--- src/rtl/rvvi_pkg.sv ---
// Shared types and constants for the RVVI retire tracer.
package rvvi_pkg;

    localparam int unsigned MAX_XLEN = 64;
    localparam int unsigned MAX_ILEN = 64;

    localparam logic [1:0] IXL_32 = 2'b01;
    localparam logic [1:0] IXL_64 = 2'b10;

    typedef enum logic [1:0] {
        ST_EMPTY  = 2'd0,
        ST_HELD   = 2'd1,
        ST_HALTED = 2'd2
    } state_e;

    // One captured retire event, stored at maximum width and narrowed on use.
    typedef struct packed {
        logic [MAX_XLEN-1:0] pc;
        logic [MAX_ILEN-1:0] insn;
        logic                trap;
        logic [1:0]          mode;
        logic                rd_we;
        logic [4:0]          rd_addr;
        logic [MAX_XLEN-1:0] rd_data;
        logic                csr_we;
        logic [11:0]         csr_addr;
        logic [MAX_XLEN-1:0] csr_data;
    } hold_t;

    // Fall-through PC: 4 for a full-length encoding, 2 for a compressed one.
    function automatic logic [MAX_XLEN-1:0] next_pc(input logic [MAX_XLEN-1:0] pc,
                                                    input logic [1:0]          insn_lo);
        return pc + ((insn_lo == 2'b11) ? MAX_XLEN'(4) : MAX_XLEN'(2));
    endfunction

endpackage

--- src/rtl/rvvi_retire_tracer.sv ---
// Converts a core retire stream into RVVI trace records, delaying each
// instruction by one retire so that its pc_wdata is the next retired PC.
module rvvi_retire_tracer
    import rvvi_pkg::*;
#(
    parameter int unsigned XLEN = 32,
    parameter int unsigned ILEN = 32
) (
    input  logic                       clk,
    input  logic                       reset,
    input  logic                       ret_valid,
    input  logic [XLEN-1:0]            ret_pc,
    input  logic [ILEN-1:0]            ret_insn,
    input  logic                       ret_trap,
    input  logic [1:0]                 ret_mode,
    input  logic                       ret_rd_we,
    input  logic [4:0]                 ret_rd_addr,
    input  logic [XLEN-1:0]            ret_rd_data,
    input  logic                       ret_csr_we,
    input  logic [11:0]                ret_csr_addr,
    input  logic [XLEN-1:0]            ret_csr_data,
    input  logic                       halt_req,
    output logic                       valid,
    output logic [63:0]                order,
    output logic [ILEN-1:0]            insn,
    output logic                       trap,
    output logic                       halt,
    output logic [1:0]                 mode,
    output logic [1:0]                 ixl,
    output logic [XLEN-1:0]            pc_rdata,
    output logic [XLEN-1:0]            pc_wdata,
    output logic [31:0][XLEN-1:0]      x_wdata,
    output logic [31:0]                x_wb,
    output logic                       csr_wb,
    output logic [11:0]                csr_addr,
    output logic [XLEN-1:0]            csr_wdata
);

    localparam logic [1:0] IXL = (XLEN == 64) ? IXL_64 : IXL_32;

    state_e          state_q, state_d;
    hold_t           hold_q, hold_d;
    hold_t           cap;
    logic            pend_q, pend_d;
    logic            emit;
    logic            flush;
    logic            gpr_we;
    logic            csr_rep;
    logic [XLEN-1:0] pc_next;

    // Next-state logic: capture, emit-and-recapture, or flush the hold entry.
    always_comb begin
        state_d = state_q;
        hold_d  = hold_q;
        pend_d  = pend_q;
        emit    = 1'b0;
        flush   = 1'b0;
        cap     = '{
            pc:       MAX_XLEN'(ret_pc),
            insn:     MAX_ILEN'(ret_insn),
            trap:     ret_trap,
            mode:     ret_mode,
            rd_we:    ret_rd_we,
            rd_addr:  ret_rd_addr,
            rd_data:  MAX_XLEN'(ret_rd_data),
            csr_we:   ret_csr_we,
            csr_addr: ret_csr_addr,
            csr_data: MAX_XLEN'(ret_csr_data)
        };
        case (state_q)
            ST_EMPTY: begin
                if (ret_valid) begin
                    hold_d  = cap;
                    pend_d  = halt_req;
                    state_d = ST_HELD;
                end else if (halt_req) begin
                    state_d = ST_HALTED;
                end
            end
            ST_HELD: begin
                if (pend_q) begin
                    // Deferred halt wins over anything presented this cycle.
                    emit    = 1'b1;
                    flush   = 1'b1;
                    pend_d  = 1'b0;
                    state_d = ST_HALTED;
                end else if (ret_valid) begin
                    emit   = 1'b1;
                    hold_d = cap;
                    pend_d = halt_req;
                end else if (halt_req) begin
                    emit    = 1'b1;
                    flush   = 1'b1;
                    state_d = ST_HALTED;
                end
            end
            default: begin
            end
        endcase
        pc_next = flush ? XLEN'(next_pc(hold_q.pc, hold_q.insn[1:0])) : ret_pc;
        gpr_we  = emit && hold_q.rd_we && !hold_q.trap && (hold_q.rd_addr != 5'd0);
        csr_rep = emit && hold_q.csr_we && !hold_q.trap;
    end

    // State, hold entry, shadow GPRs and registered RVVI outputs.
    always_ff @(posedge clk) begin
        if (reset) begin
            state_q   <= ST_EMPTY;
            hold_q    <= '0;
            pend_q    <= 1'b0;
            valid     <= 1'b0;
            order     <= 64'd0;
            insn      <= '0;
            trap      <= 1'b0;
            halt      <= 1'b0;
            mode      <= 2'b00;
            ixl       <= IXL;
            pc_rdata  <= '0;
            pc_wdata  <= '0;
            x_wdata   <= '0;
            x_wb      <= 32'd0;
            csr_wb    <= 1'b0;
            csr_addr  <= 12'd0;
            csr_wdata <= '0;
        end else begin
            state_q <= state_d;
            hold_q  <= hold_d;
            pend_q  <= pend_d;
            valid   <= emit;
            halt    <= flush;
            ixl     <= IXL;
            x_wb    <= 32'd0;
            csr_wb  <= 1'b0;
            if (emit) begin
                order     <= order + 64'd1;
                insn      <= ILEN'(hold_q.insn);
                trap      <= hold_q.trap;
                mode      <= hold_q.mode;
                pc_rdata  <= XLEN'(hold_q.pc);
                pc_wdata  <= pc_next;
                x_wb      <= gpr_we ? (32'b1 << hold_q.rd_addr) : 32'd0;
                csr_wb    <= csr_rep;
                csr_addr  <= hold_q.csr_addr;
                csr_wdata <= XLEN'(hold_q.csr_data);
                if (gpr_we) begin
                    x_wdata[hold_q.rd_addr] <= XLEN'(hold_q.rd_data);
                end
            end
        end
    end

endmodule

--- config.mk ---
export PLATFORM = sky130hd
export DESIGN_NAME = rvvi_retire_tracer
export DESIGN_NICKNAME = d
export VERILOG_FILES = /design/src/rtl/rvvi_pkg.sv /design/src/rtl/rvvi_retire_tracer.sv
export SDC_FILE = /design/constraint.sdc
export NUM_CORES = 2
export LEC_CHECK = 0
export CORE_AREA = 4 4 556 558
export DETAILED_ROUTE_END_ITERATION = 10
export DIE_AREA = 0 0 560 562
export GPL_ROUTABILITY_DRIVEN = 0
export SLEW_MARGIN = 25
export SYNTH_ARGS = -nofsm -noshare
export SYNTH_HDL_FRONTEND = slang
export SYNTH_SLANG_ARGS = --single-unit
export TNS_END_PERCENT = 1
--- constraint.sdc ---
create_clock -name clk -period 2.2 [get_ports clk]
set_input_delay 0.22 -clock clk [delete_from_list [all_inputs] [get_ports clk]]
set_output_delay 0.22 -clock clk [all_outputs]
set_load 0.01 [all_outputs]
==> flow_metrics.py <==
metrics = {
    "placed_design": {
        "hpwl_mm": 195,
        "placed_cell_area_mm2": 0.0728,
        "dp_cells": 11600,
        "port_buffers": 1419,
    },
    "setup_path": {
        "cp-start-kind": "flop",
        "crit_slowest_cell": "nor4_4",
        "cp-end-kind": "flop",
        "slowest_delay_ns": 0.57,
        "cp.required_ns": 2.93,
        "crit_fanout": 22,
        "cp.arrival_ns": 3.02,
        "path_cells": "buf_4 -> nand2b_4 -> nor4_4 -> nand4_2 -> buf_12 -> or4_1 -> a21oi_1",
        "crit_type": "reg2reg",
    },
    "finish": {
        "mostFrequentLayoutCells": "nand2_1 (2,445), clkdlybuf4s50_1 (1,380), dfxtp_1 (1,379)",
        "nets": 8093,
        "syn_to_final_growth_pct": 58.7,
        "nFillCells": 32800,
        "final_cells": 12100,
        "final_common_cell": "nand2_1",
        "drive_gt1_share_pct": 10.2,
        "design_area_mm2": 0.0802,
    },
    "sta": {
        "setup_tns_ns": -0.124,
        "worst_pin_slew_ns": 0.953,
        "period_needed_ns": 2.29,
        "whs_ns": 0.100,
        "slew_headroom_pct": 36.4,
        "setup_viol": 5,
        "rsz0062_at_grt": "true",
        "hold_viol": 0,
        "fin_ws_ns": -0.0945,
        "period_share_pct": 104,
        "finalMaxSlewViolations": 0,
        "clock_skew_ns": 0.0498,
        "fmax_ghz": 0.436,
    },
    "pwr": {
        "power_leakage_uw": 0.0271,
        "peakVddDrop_uv": 621,
        "power_density_mw_per_mm2": 729,
    },
    "status": {
        "outcome": "finished with violations",
        "violations": "setup timing",
    },
    "yosys": {
        "yosysWarnings": 0,
        "yosys.area.top_type": "dfxtp_1",
        "synth-edff-count": 0,
        "ys_ff_latch": 1419,
        "synth_flop_cell": "dfxtp_1",
        "synth_area_leaders": "dfxtp_1 (56%), nand2_1 (18%), a21oi_1 (12%)",
        "synth_top_area_share_pct": 56.2,
        "seq_area_frac_synth_pct": 56.2,
        "syn_inst": 6339,
        "synth.distinct_cells": 62,
        "synth_area_mm2": 0.0506,
        "synth.avg_cell_area_um2": 7.97,
        "async_flop_share_pct": 0,
    },
    "grt": {
        "grt_pass1_vias": 47900,
        "antenna_found_initial": 30,
        "gr-total-overflow": 0,
        "grtUsageTotal_pct": 16.2,
        "grt_start_max_net_pins": 85,
        "grt_pass1_wl_mm": 372,
    },
    "die": {
        "die_y_um": 562,
        "core_mm2": 0.305,
        "die-area_mm2": 0.315,
        "ios": 1422,
        "rows": 203,
        "die_w_um": 560,
        "start_util_pct": 16.6,
    },
    "detailed_routing": {
        "firstDrtPassIters": 5,
        "post_drt_wl_per_cell_um": 22.4,
        "vias": 50700,
        "viasPerCell": 4.20,
        "drc_errors": 0,
        "drtAntennaViolNets": 0,
        "drt-total-wl_mm": 271,
        "drt-initial-drc-count": 4055,
    },
    "run": {
        "max_cap_violations": 0,
    },
    "clocking": {
        "clkTransAtPathRegs_ns": 0.06,
        "clk_path_buf_depth": 4,
        "cts_tree": "yes",
        "cts-root-buf": "clkbuf_16",
        "clk_latency_ns": 0.84,
        "cts_htree_levels": 4,
        "clkSinkCount": 1419,
        "cts-buffers-inserted": 165,
    },
    "min_path": {
        "holdCritPathClass": "in2reg",
    },
}
==> worst max-delay path, delay by kind of cell (launching register included) <==
| kind | cells | cell delay (ns) |
|---|---|---|
| AO/OA/AOI/OAI | 1 | 0.14 |
| buffers and inverters | 2 | 0.32 |
| flip-flops | 1 | 0.32 |
| AND/OR/NAND/NOR | 4 | 1.44 |
==> registers in the layout (all words and copies together) (netlist names), 2 cells and up <==
| name | count |
|---|---|
| csr_addr | 12 |
| csr_wdata | 32 |
| hold_q | 150 |
| insn | 32 |
| mode | 2 |
| order | 64 |
| pc_rdata | 32 |
| pc_wdata | 32 |
| state_q | 2 |
| x_wb | 32 |
| x_wdata | 1024 |
==> layout make-up <==
class | instances | area (um2) | area share [%]
clock buffer | 240 | 4810 | 6.00
multi-input combinational | 4365 | 20300 | 25.3
tap | 3997 | 5000 | 6.23
timing repair buffer | 1968 | 20700 | 25.8
sequential | 1419 | 28500 | 35.6
antenna | 27 | 67.6 | 0.0842
clock inverter | 56 | 744 | 0.928
inverter | 16 | 60.1 | 0.0749
==> worst paths after layout <==
path                                  startpoint       endpoint  slack [ns]  cells past startpoint
worst max-delay path                  state_q[1]      order[44]       -0.09                      7
worst min-delay path            ret_csr_data[17]     hold_q[17]        0.10                      3
worst max register to register        state_q[1]      order[44]       -0.09                      7
worst min register to register        hold_q[28]  csr_wdata[28]        0.42                      2
==> metrics by stage <==
stage | utilization, % | setup WS [ns] | total power (uW)
global placement | 23.9 | -0.467 | 30500
CTS | 26.2 | -0.178 | 59300
floorplan | - | 0.0889 | 28000
detailed placement | 23.9 | -0.365 | 30500
global route | 26.3 | -0.187 | 60300
finish | 26.3 | -0.0945 | 58400
==> routing by layer <==
| layer | wire length (um) | GRT usage [%] |
|---|---|---|
| met1 | 109000 | 19.5 |
| met5 | 69 | 0 |
| met2 | 123000 | 26.3 |
| met3 | 24400 | 5.11 |
| met4 | 14500 | 7.70 |
==> power by group <==
part           internal, uW  leakage [uW]  switching [uW]
Sequential            26000        0.0115             457
Clock                 16400       0.00273           11900
Combinational          1350        0.0129            2350
Total                 43700        0.0271           14700
==> kinds of logic (layout without fill, tap and decap cells) <==
family                     Yosys count  after routing  share of synthesized area, %
AOI/OAI and AO/OA                 1339           1339                          13.6
xor gates and xnor gates            51             51                         0.884
adders and majority gates            4              4                         0.114
buffers and inverters              556           2280                          4.70
DFF                               1419           1419                          56.2
muxes                               65             65                          1.29
other                                2             30                        0.0149
and+or+nand+nor                   2903           2903                          23.2
==> cell usage after synthesis (4+ instances only) <==
library cell / number
and2_1: 7
o31ai_1: 12
nor4_4: 4
buf_6: 7
nand4_1: 38
a21o_1: 5
nor3_1: 14
inv_1: 16
and4_1: 12
buf_1: 7
a211oi_1: 6
and3_1: 15
nand2_1: 2460
nand2b_1: 4
clkbuf_1: 364
dfxtp_1: 1419
buf_4: 14
nand3b_1: 4
nor4_2: 4
xor2_1: 35
o22ai_1: 9
nor3_2: 6
or4_1: 15
o21ai_0: 26
a22oi_1: 14
nor2b_1: 40
xnor2_1: 16
or3_1: 28
nand3_1: 48
buf_2: 147
nor4_1: 9
mux2i_1: 64
nor2_1: 175
a21oi_1: 1245
==> repair_timing <==
item / in CTS / in global routing
pin swaps: 12 / 18
endpoints found under the setup margin: 605 / 693
setup buffers: 1 / 4
hold buffers: 140 / 0
cloned: 0 / 0
hold endpoints to repair: 198 / 0
gates resized for setup: 52 / 44
(Power assumes the default switching activity.)
